[src/rtl/vid_scanout_if.sv]
// Line-memory read bus between the scanout engine (master) and the line buffer (slave).
// Read data is combinationally presented for the address issued on the previous clk.
interface vid_scanout_if;
  logic [19:0] vid_addr;
  logic        vid_ren;
  logic [23:0] vid_data_in;

  modport master (output vid_addr, output vid_ren, input vid_data_in);
  modport slave  (input vid_addr, input vid_ren, output vid_data_in);
endinterface

[src/rtl/vid_scanout.sv]
// Panel scanout: raster counters on pix_en, line-memory read (stage 1), pixel/sync output (stage 2).
// Reports the last read address and a start-of-vblank pulse so the renderer can stay ahead.
module vid_scanout #(
  parameter int H_ACTIVE = 480,
  parameter int H_FP     = 8,
  parameter int H_SYNC   = 4,
  parameter int H_BP     = 43,
  parameter int V_ACTIVE = 320,
  parameter int V_FP     = 4,
  parameter int V_SYNC   = 4,
  parameter int V_BP     = 12
) (
  input  logic                 clk,
  input  logic                 reset,
  input  logic                 pix_en,
  vid_scanout_if.master        mem,
  output logic [19:0]          curr_vid_addr,
  output logic                 next_field,
  output logic                 hsync_n,
  output logic                 vsync_n,
  output logic                 de,
  output logic [23:0]          rgb
);

  localparam int H_TOTAL = H_ACTIVE + H_FP + H_SYNC + H_BP;
  localparam int V_TOTAL = V_ACTIVE + V_FP + V_SYNC + V_BP;

  localparam logic [9:0]  H_LAST = 10'(H_TOTAL - 1);
  localparam logic [9:0]  H_ACT  = 10'(H_ACTIVE);
  localparam logic [9:0]  HS_BEG = 10'(H_ACTIVE + H_FP);
  localparam logic [9:0]  HS_END = 10'(H_ACTIVE + H_FP + H_SYNC);
  localparam logic [10:0] V_LAST = 11'(V_TOTAL - 1);
  localparam logic [10:0] V_ACT  = 11'(V_ACTIVE);
  localparam logic [10:0] VS_BEG = 11'(V_ACTIVE + V_FP);
  localparam logic [10:0] VS_END = 11'(V_ACTIVE + V_FP + V_SYNC);

  logic [9:0]  h_r;
  logic [10:0] v_r;
  logic [19:0] vid_addr_r;
  logic        vid_ren_r;
  logic        s2_valid_r;
  logic        s2_act_r;
  logic        s2_hs_r;
  logic        s2_vs_r;

  logic        active_s;
  logic        hs_s;
  logic        vs_s;
  logic        field_s;
  logic [19:0] addr_s;

  assign mem.vid_addr = vid_addr_r;
  assign mem.vid_ren  = vid_ren_r;

  // Decode the current raster position; vsync depends on v only, so it is whole-line.
  always_comb begin
    active_s = (h_r < H_ACT) && (v_r < V_ACT);
    hs_s     = (h_r >= HS_BEG) && (h_r < HS_END);
    vs_s     = (v_r >= VS_BEG) && (v_r < VS_END);
    field_s  = (h_r == 10'd0) && (v_r == V_ACT);
    addr_s   = {v_r, h_r[8:0]};
  end

  // Raster counters, advanced only on pixel strobes.
  always_ff @(posedge clk) begin
    if (reset) begin
      h_r <= 10'd0;
      v_r <= 11'd0;
    end else if (pix_en) begin
      if (h_r == H_LAST) begin
        h_r <= 10'd0;
        v_r <= (v_r == V_LAST) ? 11'd0 : v_r + 11'd1;
      end else begin
        h_r <= h_r + 10'd1;
      end
    end else begin
      h_r <= h_r;
      v_r <= v_r;
    end
  end

  // Stage 1: issue the line-memory read and capture the flags for stage 2.
  always_ff @(posedge clk) begin
    if (reset) begin
      vid_ren_r     <= 1'b0;
      next_field    <= 1'b0;
      vid_addr_r    <= 20'd0;
      curr_vid_addr <= 20'd0;
      s2_valid_r    <= 1'b0;
      s2_act_r      <= 1'b0;
      s2_hs_r       <= 1'b0;
      s2_vs_r       <= 1'b0;
    end else begin
      vid_ren_r  <= pix_en & active_s;
      next_field <= pix_en & field_s;
      s2_valid_r <= pix_en;
      // Addresses hold through blanking so curr_vid_addr keeps the last pixel read.
      if (pix_en && active_s) begin
        vid_addr_r    <= addr_s;
        curr_vid_addr <= addr_s;
      end
      if (pix_en) begin
        s2_act_r <= active_s;
        s2_hs_r  <= hs_s;
        s2_vs_r  <= vs_s;
      end
    end
  end

  // Stage 2: present pixel data and syncs one clk after the read, hold between strobes.
  always_ff @(posedge clk) begin
    if (reset) begin
      de      <= 1'b0;
      rgb     <= 24'd0;
      hsync_n <= 1'b1;
      vsync_n <= 1'b1;
    end else if (s2_valid_r) begin
      de      <= s2_act_r;
      rgb     <= s2_act_r ? mem.vid_data_in : 24'd0;
      hsync_n <= ~s2_hs_r;
      vsync_n <= ~s2_vs_r;
    end
  end

endmodule

[src/flat_wrapper.sv]
// flat-port wrapper written by rule: the top's interface ports become plain ports
module vid_scanout_flat 
#(
  parameter int H_ACTIVE = 480,
  parameter int H_FP     = 8,
  parameter int H_SYNC   = 4,
  parameter int H_BP     = 43,
  parameter int V_ACTIVE = 320,
  parameter int V_FP     = 4,
  parameter int V_SYNC   = 4,
  parameter int V_BP     = 12
)
  (clk, reset, pix_en, curr_vid_addr, next_field, hsync_n, vsync_n, de, rgb, mem_vid_addr, mem_vid_ren, mem_vid_data_in);
  vid_scanout_if mem_i ();
  input  logic clk;
  input  logic reset;
  input  logic pix_en;
  output logic [19:0] curr_vid_addr;
  output logic next_field;
  output logic hsync_n;
  output logic vsync_n;
  output logic de;
  output logic [23:0] rgb;
  output wire logic [$bits(mem_i.vid_addr)-1:0] mem_vid_addr;
  output wire logic [$bits(mem_i.vid_ren)-1:0] mem_vid_ren;
  input wire logic [$bits(mem_i.vid_data_in)-1:0] mem_vid_data_in;
  assign mem_vid_addr = mem_i.vid_addr;
  assign mem_vid_ren = mem_i.vid_ren;
  assign mem_i.vid_data_in = mem_vid_data_in;
  vid_scanout #(.H_ACTIVE(H_ACTIVE), .H_FP(H_FP), .H_SYNC(H_SYNC), .H_BP(H_BP), .V_ACTIVE(V_ACTIVE), .V_FP(V_FP), .V_SYNC(V_SYNC), .V_BP(V_BP)) u_core (.clk(clk), .reset(reset), .pix_en(pix_en), .mem(mem_i), .curr_vid_addr(curr_vid_addr), .next_field(next_field), .hsync_n(hsync_n), .vsync_n(vsync_n), .de(de), .rgb(rgb));
endmodule
[config.mk]
export PLATFORM = sky130hd
export DESIGN_NAME = vid_scanout_flat
export DESIGN_NICKNAME = d
export VERILOG_FILES = /design/src/rtl/vid_scanout_if.sv /design/src/rtl/vid_scanout.sv /design/src/flat_wrapper.sv
export SDC_FILE = /design/constraint.sdc
export NUM_CORES = 1
export LEC_CHECK = 0
export CAP_MARGIN = 20
export CORE_AREA = 5 5 85 87
export DETAILED_ROUTE_END_ITERATION = 10
export DIE_AREA = 0 0 90 92
export PLACE_DENSITY_LB_ADDON = 0.3
export SYNTH_ARGS = -nofsm -noshare
export SYNTH_HDL_FRONTEND = slang
export SYNTH_SLANG_ARGS = --single-unit
[constraint.sdc]
create_clock -name clk -period 5.9 [get_ports clk]
set_input_delay 1.475 -clock clk [delete_from_list [all_inputs] [get_ports clk]]
set_output_delay 1.475 -clock clk [all_outputs]
set_load 0.005 [all_outputs]
# ---- After elaboration in Yosys (flattened, before gate mapping)
# Cells that the tools add are included.
dict set report totals {
  ff_bits 74
  input_bits 27
  wordCells 38
}
dict set report classes {
  addsub 2
  order_cmp 6
  eq_ne 3
  mux 3
  bitwise_logic 4
  n_reduce_logical 7
}
# cell count
set ops {}
lappend ops {{two-way mux 24 bit} 1}
lappend ops {{== test 11 x 9 -> 1 bit, second input constant} 2}
lappend ops {{< comparator 11 x 9 -> 1 bit, second input constant} 2}
lappend ops {{< comparator 10 x 9 -> 1 bit, second input constant} 2}
lappend ops {{adder 11 x 1 -> 11 bit, second input constant} 1}
lappend ops {{>= comparator 11 x 9 -> 1 bit, second input constant} 1}
lappend ops {{two-way mux 11 bit} 1}
lappend ops {{adder 10 x 1 -> 10 bit, second input constant} 1}
lappend ops {{== test 10 bit, second input constant} 1}
lappend ops {{>= comparator 10 x 9 -> 1 bit, second input constant} 1}
lappend ops {{logical NOT 10 bit} 1}
lappend ops {{two-way mux 10 bit} 1}
lappend ops {{logical AND 1 bit} 5}
lappend ops {{AND 1 bit} 2}
lappend ops {{inverter 1 bit} 2}
lappend ops {{AND reduction 2 bit} 1}

# ---- Longest topological paths before layout
# Gate-level depths: netlist of run 1.
dict set report logic_depth {
  word_depth 3
  mapped_depth 7
  depth_no_buf 6
}

# ---- Least setup slack after synthesis of run 1
# OpenSTA, ideal clock, no wires.
dict set report synth_timing {
  path_kind {input to register}
  from {input pix_en}
  to {register u_core.vid_addr_r[10] (netlist: u_core.mem.vid_addr[10])}
  arrival_ps 2737
  path_slack_ps 3035
  path_stages 6
  path_buffers 2
  path_cell_list {clkbuf_1 -> nor4b_1 -> nand3_1 -> buf_1 -> mux2i_1 -> nor2_1}
}
dict set report synth_between {
  elab_chain_len 1
}
# item line_no
set synth_lines {}
lappend synth_lines {{start, declared} flat_wrapper.sv:17} ;# input logic pix_en;
lappend synth_lines {{logical AND 1 bit} vid_scanout.sv:98} ;# if (pix_en && active_s) begin
lappend synth_lines {{end signal, assigned} vid_scanout.sv:99} ;# vid_addr_r <= addr_s;
lappend synth_lines {{end, declared} vid_scanout.sv:39} ;# logic [19:0] vid_addr_r;
# No other way between the ends.
# A chain may end at the register's enable or synchronous reset.

# ---- Final worst setup path of run 1
dict set report layout_timing {
  from {input pix_en}
  to {register u_core.v_r[10]}
}
dict set report layout_between {
  elab_chain_len 1
}
# item line_no
set layout_lines {}
lappend layout_lines {{AND reduction 2 bit (no line)} -}
lappend layout_lines {{end signal, assigned} vid_scanout.sv:72} ;# v_r <= (v_r == V_LAST) ? 11'd0 : v_r + 11'd1;
lappend layout_lines {{end signal, assigned} vid_scanout.sv:78} ;# v_r <= v_r;
lappend layout_lines {{end, declared} vid_scanout.sv:38} ;# logic [10:0] v_r;
# No other way between the ends.

==> impl_metrics.ini, run 1 <==
[cells_and_area]
drive_gt1_share_pct = 4.62
design.final.nets = 438
relative_area_change_from_synthesis_to_final_layout_pct = 32.7
ant_diodes = 0
postLayoutCellArea_mm2 = 0.00407
finished_layout_cells = 488

[power_and_ir_drop]
totalPowerFinal_w = 0.000945
static-leakage-power_nw = 1.49
irDropWorstVdd_mv = 0.194
power-per-cell-area_mw_per_mm2 = 232

[yosys]
yosys_reg_bits = 74
synthFlopType = sky130_fd_sc_hd__dfxtp_1
synth_cell_type_count = 41
postSynthNetCount = 370
synth_top_area_share_pct = 48.3
synth.largest_area_cell = sky130_fd_sc_hd__dfxtp_1
mappedNetlistArea_mm2 = 0.00307
syn_inst = 338
synth.top_cells.by_area = sky130_fd_sc_hd__dfxtp_1, sky130_fd_sc_hd__nor2_1, sky130_fd_sc_hd__a22oi_1, sky130_fd_sc_hd__mux2i_1, sky130_fd_sc_hd__buf_4
synth_edf_count = 0
synthesis.area_per_instance_um2 = 9.07
yosys_warnings = 0
synthArstFlopShare_pct = 0
seq_area_frac_synth_pct = 48.3

[worst_setup_path]
worst_ep_arrival_time_ns = 3.53
rrSetupSlack_ns = 3.57
highest_net_fanout_along_the_worst_path = 12
count_of_cells_along_the_worst_register_to_register_path = 4
worstSetupPathType = primary input to flip-flop
timing.rr.start = u_core.h_r[5]$_SDFFE_PP0P_
worstReg2RegEnd = u_core.v_r[10]$_SDFFE_PP0P_
timing.critical_path.to_type = flip-flop
timing.critical_path.from_type = primary input
worst_ep_required_time_ns = 6.17

[detailed_routing]
first_drt_pass_iteration_count = 4
dr_total_vias = 2586
wire_per_inst_um = 14.2
initialDrtViolationCount = 107
remaining_drc_errors = 0
finalWirelength_mm = 6.94
detail-route-antenna-nets = 0
vias_per_inst = 5.30

[cts]
cts_tree = done
cts_inserted_buffers = 9
clock-sinks = 74
post-cts-setup-buffers = 0
cts_resized = 0
cts_hold_repair.buffers = 0
clk_path_buf_depth = 2
path_clk_slew_ns = 0.07
clk-insertion-delay-late_ns = 0.34
ctsHtreeMaxLevel = 3
cts_root_cell = sky130_fd_sc_hd__clkbuf_8

[worst_hold_path]
min-delay-start = u_core.s2_act_r$_SDFFE_PP0P_
hold_path_depth = 2
hold_path_class = flip-flop to flip-flop
min_to = u_core.s2_act_r$_SDFFE_PP0P_

[sta]
timing.final.setup_violations = 0
finClkSkew_ns = 0.00712
report.final.slew_viol_count = 0
timing_worst_slew_pin_value_ns = 0.906
final.hold.worst_slack_ns = 0.465
setup_repair_after_global_routing_missed_its_margin = false
timing.setup.tns_ns = 0
post-route-period-util_pct = 55.3
finalHoldViolCount = 0
timing.final.crit_period_ns = 3.26
max_clock_freq_mhz = 307
slew_headroom_pct = 39.6

[grt]
gr-total-overflow = 0
first_global_vias = 2562
antenna_found_initial = 0
grt_util_all_layers_pct = 17.2
pin_count_of_the_biggest_net_entering_global_routing = 61
grt_pass1_wl_mm = 11.8

[place]
dpl-instance-area_mm2 = 0.00389
place.detailed.instances = 472
place_hpwl_mm = 4.83
gp_congestion = 0.818
buffer_ports.inserted = 95

[status]
outcome = complete, no violations

[job]
max_cap_viol_count = 0

[die]
placeable_area_mm2 = 0.00628
fp.dieArea_mm2 = 0.00828
die_width_um = 90
chip_height_um = 92
effective_utilization_at_floorplan_pct = 48.9
core.rowCount = 29
ioPinCount = 96
-- cells in the final DEF, fill, tap and decap left out, types with 2 or more instances in the layout --
cell                               n
sky130_fd_sc_hd__nor4b_1           3
sky130_fd_sc_hd__nor3_1            5
sky130_fd_sc_hd__buf_4             2
sky130_fd_sc_hd__nor2_1           65
sky130_fd_sc_hd__nand3_1           9
sky130_fd_sc_hd__nand2_1          16
sky130_fd_sc_hd__or4_4             2
sky130_fd_sc_hd__ha_1              5
sky130_fd_sc_hd__and2_1            2
sky130_fd_sc_hd__dfxtp_1          74
sky130_fd_sc_hd__mux2i_1          19
sky130_fd_sc_hd__clkinv_2          2
sky130_fd_sc_hd__xnor2_1           5
sky130_fd_sc_hd__nor4_1            2
sky130_fd_sc_hd__a21oi_1          10
sky130_fd_sc_hd__or3_1             2
sky130_fd_sc_hd__clkbuf_8          9
sky130_fd_sc_hd__or4_2             2
sky130_fd_sc_hd__nor3b_1           3
sky130_fd_sc_hd__xor2_1            4
sky130_fd_sc_hd__and3_1            4
sky130_fd_sc_hd__inv_1             9
sky130_fd_sc_hd__a22oi_1          26
sky130_fd_sc_hd__a31oi_1           3
sky130_fd_sc_hd__nor2b_1           2
sky130_fd_sc_hd__clkdlybuf4s50_1  94
sky130_fd_sc_hd__o21ai_0           7
sky130_fd_sc_hd__clkbuf_1          4
sky130_fd_sc_hd__nand4_1           6
-- synthesized netlist by cell type, drive strengths merged (2+ instances only) --
cell,number
or4,4
nor3,5
ha,5
clkbuf,17
and2,2
buf,23
xnor2,5
mux2i,19
xor2,4
a22oi,26
nand2,16
a31oi,3
and3,4
nand4,6
nand3,9
nor4b,3
nor4,2
nor3b,3
o21ai,7
inv,9
or3,2
nor2b,2
a21oi,10
dfxtp,74
nor2,65
-- metal layers --
| metal | GRT usage (%) | routed length, um |
|---|---|---|
| met5 | 0 | 0 |
| met4 | 8.81 | 81 |
| met3 | 6.63 | 624 |
| met2 | 27.3 | 3200 |
| met1 | 20.2 | 3030 |
-- how the worst max path moves through the flow --
stage | startpoint | end | slack, ns | cells after the start
5_1_grt | pix_en | u_core.mem.vid_addr[2]$_SDFFE_PP0P_ | 2.49 | 6
3_3_place_gp | pix_en | u_core.v_r[10]$_SDFFE_PP0P_ | 2.36 | 5
3_5_place_dp | pix_en | u_core.v_r[10]$_SDFFE_PP0P_ | 2.29 | 5
4_1_cts | pix_en | u_core.v_r[10]$_SDFFE_PP0P_ | 2.67 | 5
6_report | pix_en | u_core.v_r[10]$_SDFFE_PP0P_ | 2.64 | 5
2_1_floorplan | pix_en | u_core.mem.vid_addr[10]$_SDFFE_PP0P_ | 3.04 | 6
-- final cells by class --
type / instances / area (um^2)
fill: 535 / 2210
tap: 77 / 96.3
clock inverter: 3 / 40.0
multi-input combinational: 215 / 1320
inverter: 9 / 33.8
clock buffer: 13 / 139
sequential: 74 / 1480
timing repair buffer: 97 / 961
-- logic make-up (layout without fill, tap and decap cells) --
kind of cell,count (synthesis),in the layout,synth area share [%]
adders and majority gates,5,5,2.04
muxes,19,19,6.20
buffers and inverters,49,122,8.69
DFF,74,74,48.3
AOI/OAI and AO/OA,52,52,11.3
xor gates and xnor gates,9,9,2.57
and+or+nand+nor,130,130,20.9
-- state kept, by name, summed over array words and instances, names as in the netlist --
| signal | count |
|---|---|
| u_core.vsync_n | 1 |
| u_core.h_r | 10 |
| u_core.s2_hs_r | 1 |
| u_core.de | 1 |
| u_core.next_field | 1 |
| u_core.s2_act_r | 1 |
| u_core.s2_valid_r | 1 |
| u_core.mem.vid_addr | 20 |
| u_core.s2_vs_r | 1 |
| u_core.rgb | 24 |
| u_core.v_r | 11 |
| u_core.hsync_n | 1 |
| u_core.mem.vid_ren | 1 |
-- where the power goes --
group          switching, W  internal, W  leakage (nW)
clock network      0.000174     0.000195        0.0914
registers        0.00000580     0.000506         0.598
logic             0.0000287    0.0000350         0.802
total              0.000208     0.000736          1.49
-- critical path, stage by stage --
cell                              delay, ns
sky130_fd_sc_hd__clkdlybuf4s50_1       0.74
sky130_fd_sc_hd__nand3_1               0.13
sky130_fd_sc_hd__or4_4                 0.50
sky130_fd_sc_hd__or4b_1                0.52
sky130_fd_sc_hd__a21oi_1               0.16
-- through the flow --
step	setup slack (ns)	util (%)
2_1_floorplan	3.04	-
3_3_place_gp	2.36	62.0
3_5_place_dp	2.29	62.0
4_1_cts	2.67	64.8
5_1_grt	2.49	64.8
6_report	2.64	64.8
(Power assumes the default switching activity.)
==> inputs of run 2 (changes only) <==
- CORE_AREA: 5 5 85 87 -> 5 5 92 94
- DIE_AREA: 0 0 90 92 -> 0 0 97 99
- clock period: 5.9 -> 2.8 ns (I/O delays scaled with it)
==> run 2 against run 1 <==
Net effect:
- core utilization shrank 8.8 points
- largest power group is now the clock network
- global-route usage shrank 2.6 points
- first-iteration DRC count grew 11%
- sequential share of layout area shrank 1.5 points
- register-to-register slack lost 3.1 ns
- largest cell class unchanged
- clock skew grew 0.0019 ns
- count of clock-buffer cells in the layout shrank 3
- highest routed layer unchanged
==> impl_metrics.ini, run 2 (same netlist as run 1, synthesis figures left out) <==
[cells_and_area]
largest_register_ffs = 24
drive_gt1_share_pct = 6.51
finalCoreUtilization_pct = 56.0
final_cell_mix = sky130_fd_sc_hd__clkdlybuf4s50_1, sky130_fd_sc_hd__dfxtp_1, sky130_fd_sc_hd__nor2_1, sky130_fd_sc_hd__a22oi_1, sky130_fd_sc_hd__mux2i_1
mostFrequentLayoutCell = sky130_fd_sc_hd__clkdlybuf4s50_1
regMostFlops = u_core.rgb
relative_area_change_from_synthesis_to_final_layout_pct = 38.3
design.final.nets = 442
ant_diodes = 0

[cts]
ctsHtreeMaxLevel = 3
clk-insertion-delay-late_ns = 0.34
path_clk_slew_ns = 0.08
post-cts-setup-buffers = 0
cts_tree = done
clock-sinks = 74
clk_path_buf_depth = 2
cts_hold_repair.buffers = 0
cts_root_cell = sky130_fd_sc_hd__clkbuf_8
cts_resized = 0
cts_inserted_buffers = 9

[place]
buffer_ports.inserted = 95
gp_congestion = 0.791
place_hpwl_mm = 5.07
pre_cts_ws_ns = 0.173

[sta]
timing.setup.tns_ns = 0
setup_repair_after_global_routing_missed_its_margin = false
post-route-period-util_pct = 82.2
report.final.slew_viol_count = 0
timing.final.setup_violations = 0
final.hold.worst_slack_ns = 0.475
finClkSkew_ns = 0.00907
timing.final.crit_period_ns = 2.30
timing_worst_slew_pin_value_ns = 0.910
max_clock_freq_mhz = 435
finalHoldViolCount = 0
slew_headroom_pct = 39.3
post-route-worst-setup-slack_ns = 0.499

[job]
max_cap_viol_count = 0

[detailed_routing]
remaining_drc_errors = 0
wire_per_inst_um = 13.6
first_drt_pass_iteration_count = 6
detail-route-antenna-nets = 0
dr_total_vias = 2601
finalWirelength_mm = 7.03
initialDrtViolationCount = 119
vias_per_inst = 5.03

[worst_hold_path]
hold_path_class = flip-flop to flip-flop

[power_and_ir_drop]
totalPowerFinal_w = 0.00233
power-per-cell-area_mw_per_mm2 = 549
static-leakage-power_nw = 1.56
irDropWorstVdd_mv = 0.251

[worst_setup_path]
highest_net_fanout_along_the_worst_path = 11
cp_slowest_cell = sky130_fd_sc_hd__or4_4
worst_ep_required_time_ns = 3.08
timing.critical_path.from_type = flip-flop
slowest_stage_delay_cp_ns = 0.60
timing.critical_path.to_type = flip-flop
worst_ep_arrival_time_ns = 2.58
crit_path_frequent_cell = sky130_fd_sc_hd__or4_4
crit_chain = or4_4 -> or4_4 -> or4b_1 -> a21oi_1
worstSetupPathType = flip-flop to flip-flop

[grt]
first_global_vias = 2455
gr-total-overflow = 0
grt_pass1_wl_mm = 11.7
grt_util_all_layers_pct = 14.6
pin_count_of_the_biggest_net_entering_global_routing = 30
antenna_found_initial = 0

[die]
fp.dieArea_mm2 = 0.00960
effective_utilization_at_floorplan_pct = 40.5
chip_height_um = 99
placeable_area_mm2 = 0.00757
ioPinCount = 96
die_width_um = 97
core.rowCount = 32

[status]
outcome = complete, no violations
## run 2: cell types whose count changed in the layout (fill, tap and decap cells not counted)
cell / before / now
sky130_fd_sc_hd__buf_12: 0 / 1
sky130_fd_sc_hd__buf_4: 2 / 5
sky130_fd_sc_hd__bufinv_16: 1 / 4
sky130_fd_sc_hd__clkbuf_1: 4 / 0
sky130_fd_sc_hd__clkbuf_8: 9 / 10
sky130_fd_sc_hd__clkinv_2: 2 / 0
sky130_fd_sc_hd__clkinv_4: 0 / 2
## run 2: layout make-up
type	instances	area [um^2]
Fill cell	666	3330
Sequential cell	74	1480
Multi-Input combinational cell	215	1320
Timing Repair Buffer	101	1000
Clock buffer	10	138
Clock inverter	6	138
Tap cell	102	128
Inverter	9	33.8
## run 2: worst paths after layout
check | slack (ns) | depth (start not counted) | end | start
min | 0.47 | 2 | u_core.s2_vs_r$_SDFFE_PP0P_ | u_core.s2_vs_r$_SDFFE_PP0P_
max reg2reg | 0.50 | 4 | u_core.v_r[10]$_SDFFE_PP0P_ | u_core.h_r[5]$_SDFFE_PP0P_
min reg2reg | 0.47 | 2 | u_core.s2_vs_r$_SDFFE_PP0P_ | u_core.s2_vs_r$_SDFFE_PP0P_
max | 0.50 | 4 | u_core.v_r[10]$_SDFFE_PP0P_ | u_core.h_r[5]$_SDFFE_PP0P_
## run 2: per-layer routing
metal | global-route usage (%) | routed length [um]
met5 | 0 | 0
met4 | 4.54 | 45
met3 | 7.15 | 609
met2 | 22.5 | 3180
met1 | 18.0 | 3200
## run 2: stage by stage
step / instance area, um^2 / instances
after CTS: 4240 / 517
final: 4240 / 517
after global routing: 4240 / 517
after detailed placement: 3970 / 501
after global placement: 3970 / 501
after floorplan: 3070 / 338
## run 2: report_power, final
| part | switching (W) | leakage [nW] | internal (W) |
|---|---|---|---|
| combinational | 0.0000617 | 0.827 | 0.0000786 |
| clock | 0.000400 | 0.137 | 0.000710 |
| sequential | 0.0000116 | 0.598 | 0.00107 |
## run 2: critical path, delay by kind of cell, from the launching register on
family	cells	cell delay, ns
AO/OA/AOI/OAI	1	0.14
AND/OR/NAND/NOR	3	1.71
flip-flops	1	0.38
